[src/rtl/user_io_pkg.sv]
// Shared types and default polynomials for the pad-ring user I/O bridge.
package user_io_pkg;
  typedef enum logic [1:0] {
    MODE_LOOP  = 2'b00,
    MODE_CORE  = 2'b01,
    MODE_COUNT = 2'b10,
    MODE_LFSR  = 2'b11
  } mode_e;

  localparam logic [15:0] MISR_POLY_DEF   = 16'hB400;
  localparam logic [15:0] LFSR_POLY_DEF   = 16'hB400;
  localparam int          SYNC_STAGES_MIN = 2;
endpackage

[src/rtl/user_io_sync.sv]
// Multi-stage synchroniser for asynchronous pad inputs; synchronous active-low reset.
module user_io_sync #(
  parameter int W      = 16,
  parameter int STAGES = 2
) (
  input  logic         i_clk,
  input  logic         i_rst_n,
  input  logic [W-1:0] i_d,
  output logic [W-1:0] o_q
);
  // Stage 0 captures the pad, stage STAGES-1 is the settled output.
  logic [STAGES-1:0][W-1:0] r_stg;

  always_ff @(posedge i_clk) begin
    if (!i_rst_n) r_stg <= '0;
    else          r_stg <= {r_stg[STAGES-2:0], i_d};
  end

  assign o_q = r_stg[STAGES-1];
endmodule

[src/rtl/user_io_bridge.sv]
// Core-side pad bridge: synchronised inputs, mode-selected registered outputs, input MISR.
// Define USER_IO_LFSR_EN to build the LFSR pattern generator (mode 11).
module user_io_bridge
  import user_io_pkg::*;
#(
  parameter int               N_IN        = 16,
  parameter int               N_OUT       = 16,
  parameter int               SYNC_STAGES = 2,
  parameter int               DIV_W       = 8,
  parameter logic [N_IN-1:0]  MISR_POLY   = N_IN'(MISR_POLY_DEF),
  parameter logic [N_OUT-1:0] LFSR_POLY   = N_OUT'(LFSR_POLY_DEF)
) (
  input  logic             io_clock,
  input  logic             io_reset_n,
  input  logic [N_IN-1:0]  ui_p2c,
  output logic [N_IN-1:0]  core_ui_o,
  input  logic [N_OUT-1:0] core_uo_i,
  output logic [N_OUT-1:0] uo_c2p,
  input  logic [1:0]       mode_i,
  input  logic [DIV_W-1:0] div_i,
  input  logic             cfg_we_i,
  output logic [1:0]       mode_o,
  input  logic             misr_en_i,
  input  logic             misr_clr_i,
  output logic [N_IN-1:0]  misr_o
);
  localparam int SYNC_N = (SYNC_STAGES < SYNC_STAGES_MIN) ? SYNC_STAGES_MIN : SYNC_STAGES;

  logic [N_IN-1:0]  w_ui;
  mode_e            r_mode, w_cfg_mode;
  logic [DIV_W-1:0] r_div, r_presc;
  logic [N_OUT-1:0] r_cnt, r_uo, w_pat;
  logic [N_IN-1:0]  r_misr;
  logic             w_run, w_tick;

  user_io_sync #(.W(N_IN), .STAGES(SYNC_N)) u_sync (
    .i_clk   (io_clock),
    .i_rst_n (io_reset_n),
    .i_d     (ui_p2c),
    .o_q     (w_ui)
  );

  assign w_run  = (r_mode == MODE_COUNT) || (r_mode == MODE_LFSR);
  assign w_tick = w_run && (r_presc == r_div);

`ifdef USER_IO_LFSR_EN
  logic [N_OUT-1:0] r_lfsr;

  assign w_cfg_mode = mode_e'(mode_i);

  always_ff @(posedge io_clock) begin
    if (!io_reset_n || cfg_we_i) r_lfsr <= N_OUT'(1);
    else if (w_tick)             r_lfsr <= (r_lfsr >> 1) ^ ({N_OUT{r_lfsr[0]}} & LFSR_POLY);
  end

  assign w_pat = (r_mode == MODE_LFSR) ? r_lfsr : r_cnt;
`else
  logic w_unused_lfsr_poly;
  assign w_unused_lfsr_poly = ^LFSR_POLY;

  // Without the generator a request for mode 11 keeps whatever mode is active.
  assign w_cfg_mode = (mode_i == MODE_LFSR) ? r_mode : mode_e'(mode_i);
  assign w_pat      = r_cnt;
`endif

  // A config write restarts the pattern and swallows any coincident step.
  always_ff @(posedge io_clock) begin
    if (!io_reset_n) begin
      r_mode  <= MODE_LOOP;
      r_div   <= '0;
      r_presc <= '0;
      r_cnt   <= '0;
    end else if (cfg_we_i) begin
      r_mode  <= w_cfg_mode;
      r_div   <= div_i;
      r_presc <= '0;
      r_cnt   <= '0;
    end else if (w_tick) begin
      r_presc <= '0;
      r_cnt   <= r_cnt + N_OUT'(1);
    end else if (w_run) begin
      r_presc <= r_presc + DIV_W'(1);
    end
  end

  always_ff @(posedge io_clock) begin
    if (!io_reset_n) r_uo <= '0;
    else begin
      case (r_mode)
        MODE_LOOP: r_uo <= N_OUT'(w_ui);
        MODE_CORE: r_uo <= core_uo_i;
        default:   r_uo <= w_pat;
      endcase
    end
  end

  always_ff @(posedge io_clock) begin
    if (!io_reset_n || misr_clr_i) r_misr <= '0;
    else if (misr_en_i)            r_misr <= (r_misr >> 1) ^ ({N_IN{r_misr[0]}} & MISR_POLY) ^ w_ui;
  end

  assign core_ui_o = w_ui;
  assign uo_c2p    = r_uo;
  assign mode_o    = r_mode;
  assign misr_o    = r_misr;
endmodule

[config.mk]
export PLATFORM = sky130hd
export DESIGN_NAME = user_io_bridge
export DESIGN_NICKNAME = d
export VERILOG_FILES = /design/src/rtl/user_io_pkg.sv /design/src/rtl/user_io_sync.sv /design/src/rtl/user_io_bridge.sv
export SDC_FILE = /design/constraint.sdc
export NUM_CORES = 1
export LEC_CHECK = 0
export ABC_AREA = 1
export BUFFER_PORTS_ARGS = -buffer_cell sky130_fd_sc_hd__buf_2
export CORE_MARGIN = 2
export CORE_UTILIZATION = 50
export DETAILED_ROUTE_END_ITERATION = 8
export PLACE_DENSITY = 0.74
export SYNTH_ARGS = -nofsm -noshare
export SYNTH_HDL_FRONTEND = slang
export SYNTH_SLANG_ARGS = --single-unit
[constraint.sdc]
create_clock -name io_clock -period 3.37 [get_ports io_clock]
set_input_delay 0.674 -clock io_clock [delete_from_list [all_inputs] [get_ports io_clock]]
set_output_delay 0.674 -clock io_clock [all_outputs]
set_load 0.02 [all_outputs]
# Word level (Yosys, flattened, before mapping)
# Cells that the tools add are included.
word_totals:
  reg_bits: 98
  latch_bits: 0
  ram_bits: 0
  mem_bits_ro: 0
  inputBits: 47
  out_inout_bits: 50
  wordCells: 28
  memories: 0
op_classes:
  addsub: 2
  mul: 0
  div: 0
  n_lt_le_gt_ge: 0
  eq_ne: 5
  shift: 0
  muxes: 1
  bitwise_logic: 4
  n_reduce_logical: 8
ops:
  columns: ["op", "n"]
  rows:
  - ["$pmux 16 s2", 1]
  - ["$add 16x1->16 const B", 1]
  - ["$xor 15x16->16", 1]
  - ["$xor 16x16->16", 1]
  - ["$add 8x1->8 const B", 1]
  - ["$eq 8x8->1", 1]
  - ["$eq 2x2->1 const B", 3]
  - ["$reduce_or 3->1", 1]
  - ["$eq 2x1->1 const B", 1]
  - ["$logic_not 2->1", 1]
  - ["$logic_or 1x1->1", 2]
  - ["$not 1->1", 2]
  - ["$reduce_and 2->1", 1]
  - ["$reduce_or 2->1", 1]
  - ["$logic_and 1x1->1", 1]
  - ["$logic_not 1->1", 1]

# Logic depth before layout (Yosys ltp)
logic_depth:
  depth_word: 4
  depth_mapped: 11
  depth_no_buf: 10

# By module
# From an unflattened synthesis, not the netlist that was laid out.
hier_totals:
  cells_unflattened: 677
  hier_area_um2: 4596.9
modules_own_cells:
  columns: ["module", "instances", "cells_per_inst", "area_per_inst_um2", "seq_area_each_um2"]
  rows:
  - ["user_io_bridge", 1, 562, 3562.2, 1321.3]
  - ["user_io_sync", 1, 115, 1034.7, 640.6]

# Worst setup path before layout
# Ideal clock, no wire load.
synth_path:
  path_type: "input port to flip-flop"
  from: "input port misr_en_i"
  to: "register r_misr[12] (netlist: misr_o[12])"
  setup_ns: 0.057
  t_arrival_ns: 1.457
  required_ns: 3.313
  slack_ns: 1.855
  path_stages: 6
  path_buffers: 2
  cell_sequence: "clkbuf_1 -> clkbuf_1 -> nor2_1 -> nor2_1 -> o21ai_0 -> inv_1"
synth_rtl:
  columns: ["item", "line_no", "rtl"]
  rows:
  - ["start, declared", "user_io_bridge.sv:23", "input logic misr_en_i,"]
  - ["end signal, assigned", "user_io_bridge.sv:99", "else if (misr_en_i) r_misr <= (r_misr >> 1) ^ ({N_IN{r_misr[0]}} & MISR_POLY) ^ w_ui;"]
  - ["end, declared", "user_io_bridge.sv:33", "logic [N_IN-1:0] r_misr;"]

# Worst setup path in the final report
layout_path:
  from: "register r_mode[0] (netlist: mode_o[0])"
  to: "output port mode_o[0]"
layout_rtl:
  columns: ["item", "line_no", "rtl"]
  rows:
  - ["start, declared", "user_io_bridge.sv:30", "mode_e r_mode, w_cfg_mode;"]
  - ["start signal, assigned", "user_io_bridge.sv:74", "r_mode <= w_cfg_mode;"]
  - ["end, declared", "user_io_bridge.sv:22", "output logic [1:0] mode_o,"]
# No word-level cell between the ends.

==> key figures <==
Routing
  – Via density: slightly below 5
  – Via Count: slightly above 4000
  – Post-route ant nets: 0
  – Final WL: approximately 10 mm
  – Drc violations: 0
  – Initial DRC Count: around 210
  – 1st-pass router iterations: 4
  – Avg WL per Cell: ~12 µm

CTS
  – Clock latency on the worst-skew pair: about 0.37 ns
  – CTS clk-pin slew, worst paths: 0.11 ns
  – CTS Sinks: 98
  – CTS H-tree lvls: 3
  – Clock Tree Buf Depth: 2
  – Root Buffer: clkbuf_8
  – TritonCTS buffer count: 9
  – CTS Hold Bufs: 0
  – CTS tree: built
  – Setup Buffers After CTS: 0
  – Post_cts resized: 0

Placed design
  – Port bufs: 96
  – Dpl cells: approximately 840
  – Worst slack, placed: 1.49 ns
  – GP Congestion: 0.876
  – Post-DP HPWL: ~7.5 mm

Critical path
  – Critical path cell sequence: buf_2
  – WP data arrival: roughly 1.4 ns
  – Largest fanout on the critical path: 18
  – Buf/Inv on CP: 1
  – Max stage delay cell, worst path: dfxtp_1
  – CP delay by family, top: flip-flops
  – Max incr delay on CP: ~0.74 ns
  – CP startpoint kind: flip-flop
  – Critical Path End Type: output pin
  – Critical path class: reg -> out
  – WP data required: between 2 and 3 ns

Logic synthesis
  – Syn Nets: approximately 720
  – Post-synth top area share: 0.429
  – Mean Syn Cell Area: 6.81 µm²
  – EDFF count, synth: 0
  – Leading area contributor after synthesis: dfxtp_1
  – Primary FF master, synth: dfxtp_1
  – Asr flop ratio synth: 0
  – Synth Warn #: 0
  – Sequential element share of the synthesized area: 0.429
  – #FFs+latches synth: between 90 and 100
  – Library cells used by synthesis: 27
  – Mapped Area: about 0.0046 mm²
  – Top post-synthesis cells by area: dfxtp_1 43%, nand2_1 13%, inv_1 10%
  – Syn Inst Count: around 670

Global routing
  – Antenna violations before repair: 0
  – First-pass GRT wire length: 17.5 mm
  – GRT Total Usage: 0.219
  – Vias in the first global route: roughly 3800
  – Largest net degree at the start of global routing: slightly below 60
  – GRT overflow: 0

Power and ir drop
  – Pwr/cell area: ~450 mW/mm²
  – Max IR drop VDD: around 0.0003 V
  – Pleak: around 3 nW
  – Tot Pwr: roughly 0.0023 W

Die
  – Initial Util: 0.519
  – Num rows: 34
  – Die ar.: between 0.009 and 0.01 mm²
  – I/O pin count: 97
  – Die Wd: 99.6 µm
  – Height of the die: roughly 100 µm
  – Core ar.: around 0.0088 mm²

Final layout
  – Most common cell after layout, fill and taps aside: nand2_1
  – Register Area: about 0.0020 mm²
  – Layout Cells excl Fill: between 800 and 900
  – Multi-input gate area: 0.00188 mm²
  – # nets final: a little under 800
  – Share of layout cells above drive strength 1: 0.176
  – Final core occ: 0.587
  – Most frequent cells in the layout: 157 x nand2_1, 126 x inv_1, 98 x dfxtp_1, 96 x buf_2, 88 x nor2_1
  – Area Overhead vs Synth: 13.1%
  – Fill cells: between 800 and 900
  – Diode count: 0

STA
  – Final worst path period need: 2.06 ns
  – Max Fclk: just under 0.5 GHz
  – RSZ-0062 raised after global routing: no
  – Final hold viol count: 0
  – Setup TNS: 0 ns
  – Final Setup Violations: 0
  – Final Max Tran Viols: 0
  – Setup ws final: roughly 1.3 ns
  – Worst Max-Slew Pin Slew: a little over 0.9 ns
  – Clock skew: ~0.0083 ns
  – Slew headroom: 0.388
  – Crit share post-route: 0.612

Job
  – Max-cap violation count: 0

Run status
  – Run status: finished, final reports clean

Worst hold path
  – Min-Delay Path Class: reg -> reg
synth_stat cells (4+ instances only):
library cell  instances
inv_2                 4
nand2_1             157
o21ai_1               6
a21oi_1              11
inv_1               126
nand3_1              70
clkbuf_1             17
nor2_1               88
buf_4                19
o21ai_0              22
dfxtp_1              98
nand3_2               6
xnor2_1               5
xor2_1               21
layout make-up:
| type | instances | share of cell area |
|---|---|---|
| inverters | 130 | 0.0943 |
| clock inverters | 7 | 0.0179 |
| well taps | 108 | 0.0261 |
| multi-input cells | 402 | 0.363 |
| flip-flops and latches | 98 | 0.379 |
| clock buffers | 9 | 0.0239 |
| repair buffers | 98 | 0.0958 |
stage by stage:
| step | hold WS [ns] | instance area, µm² |
|---|---|---|
| 3_5_place_dp | 0.399 | 4960 |
| 4_1_cts | 0.424 | 5170 |
| 6_report | 0.423 | 5170 |
| 2_1_floorplan | 0.390 | 4570 |
| 5_1_grt | 0.434 | 5170 |
| 3_3_place_gp | 0.395 | 4960 |
report_power, final:
part | switching (W) | internal [W] | total, W | leakage (nW)
registers | 0.0000298 | 0.00120 | 0.00123 | 0.802
clock network | 0.000457 | 0.000364 | 0.000821 | 0.109
logic | 0.000169 | 0.0000897 | 0.000259 | 2.01
worst paths after layout:
| check | to | slack [ns] | cells after the start | startpoint |
|---|---|---|---|---|
| setup / recovery | mode_o[0] | 1.31 | 1 | mode_o[0] |
| hold reg to reg | u_sync.o_q[2] | 0.42 | 2 | u_sync.r_stg[2] |
| hold / removal | u_sync.o_q[2] | 0.42 | 2 | u_sync.r_stg[2] |
| setup reg to reg | uo_c2p[13] | 1.57 | 5 | mode_o[0] |
flip-flops by register name, indices dropped and copies added (netlist names):
register	count
misr_o	16
mode_o	2
r_cnt	16
r_div	8
r_presc	8
u_sync.o_q	16
u_sync.r_stg	16
uo_c2p	16
per-layer routing:
metal / part of all wire / track usage / wire [µm]
met5: 0 / 0 / 0
met4: 0.018 / 0.0896 / 188
met3: 0.056 / 0.0295 / 572
met2: 0.44 / 0.339 / 4460
met1: 0.49 / 0.309 / 5010
kinds of logic (layout without fill, tap and decap cells):
| group | after synthesis | after routing | synth area share |
|---|---|---|---|
| buf+inv | 172 | 244 | 0.161 |
| compound gates | 42 | 42 | 0.0473 |
| flops | 98 | 98 | 0.429 |
| simple gates | 332 | 332 | 0.308 |
| xor+xnor | 26 | 26 | 0.0498 |
| fa+ha+maj | 2 | 2 | 0.00547 |
Power figures use the tool's default switching activity.
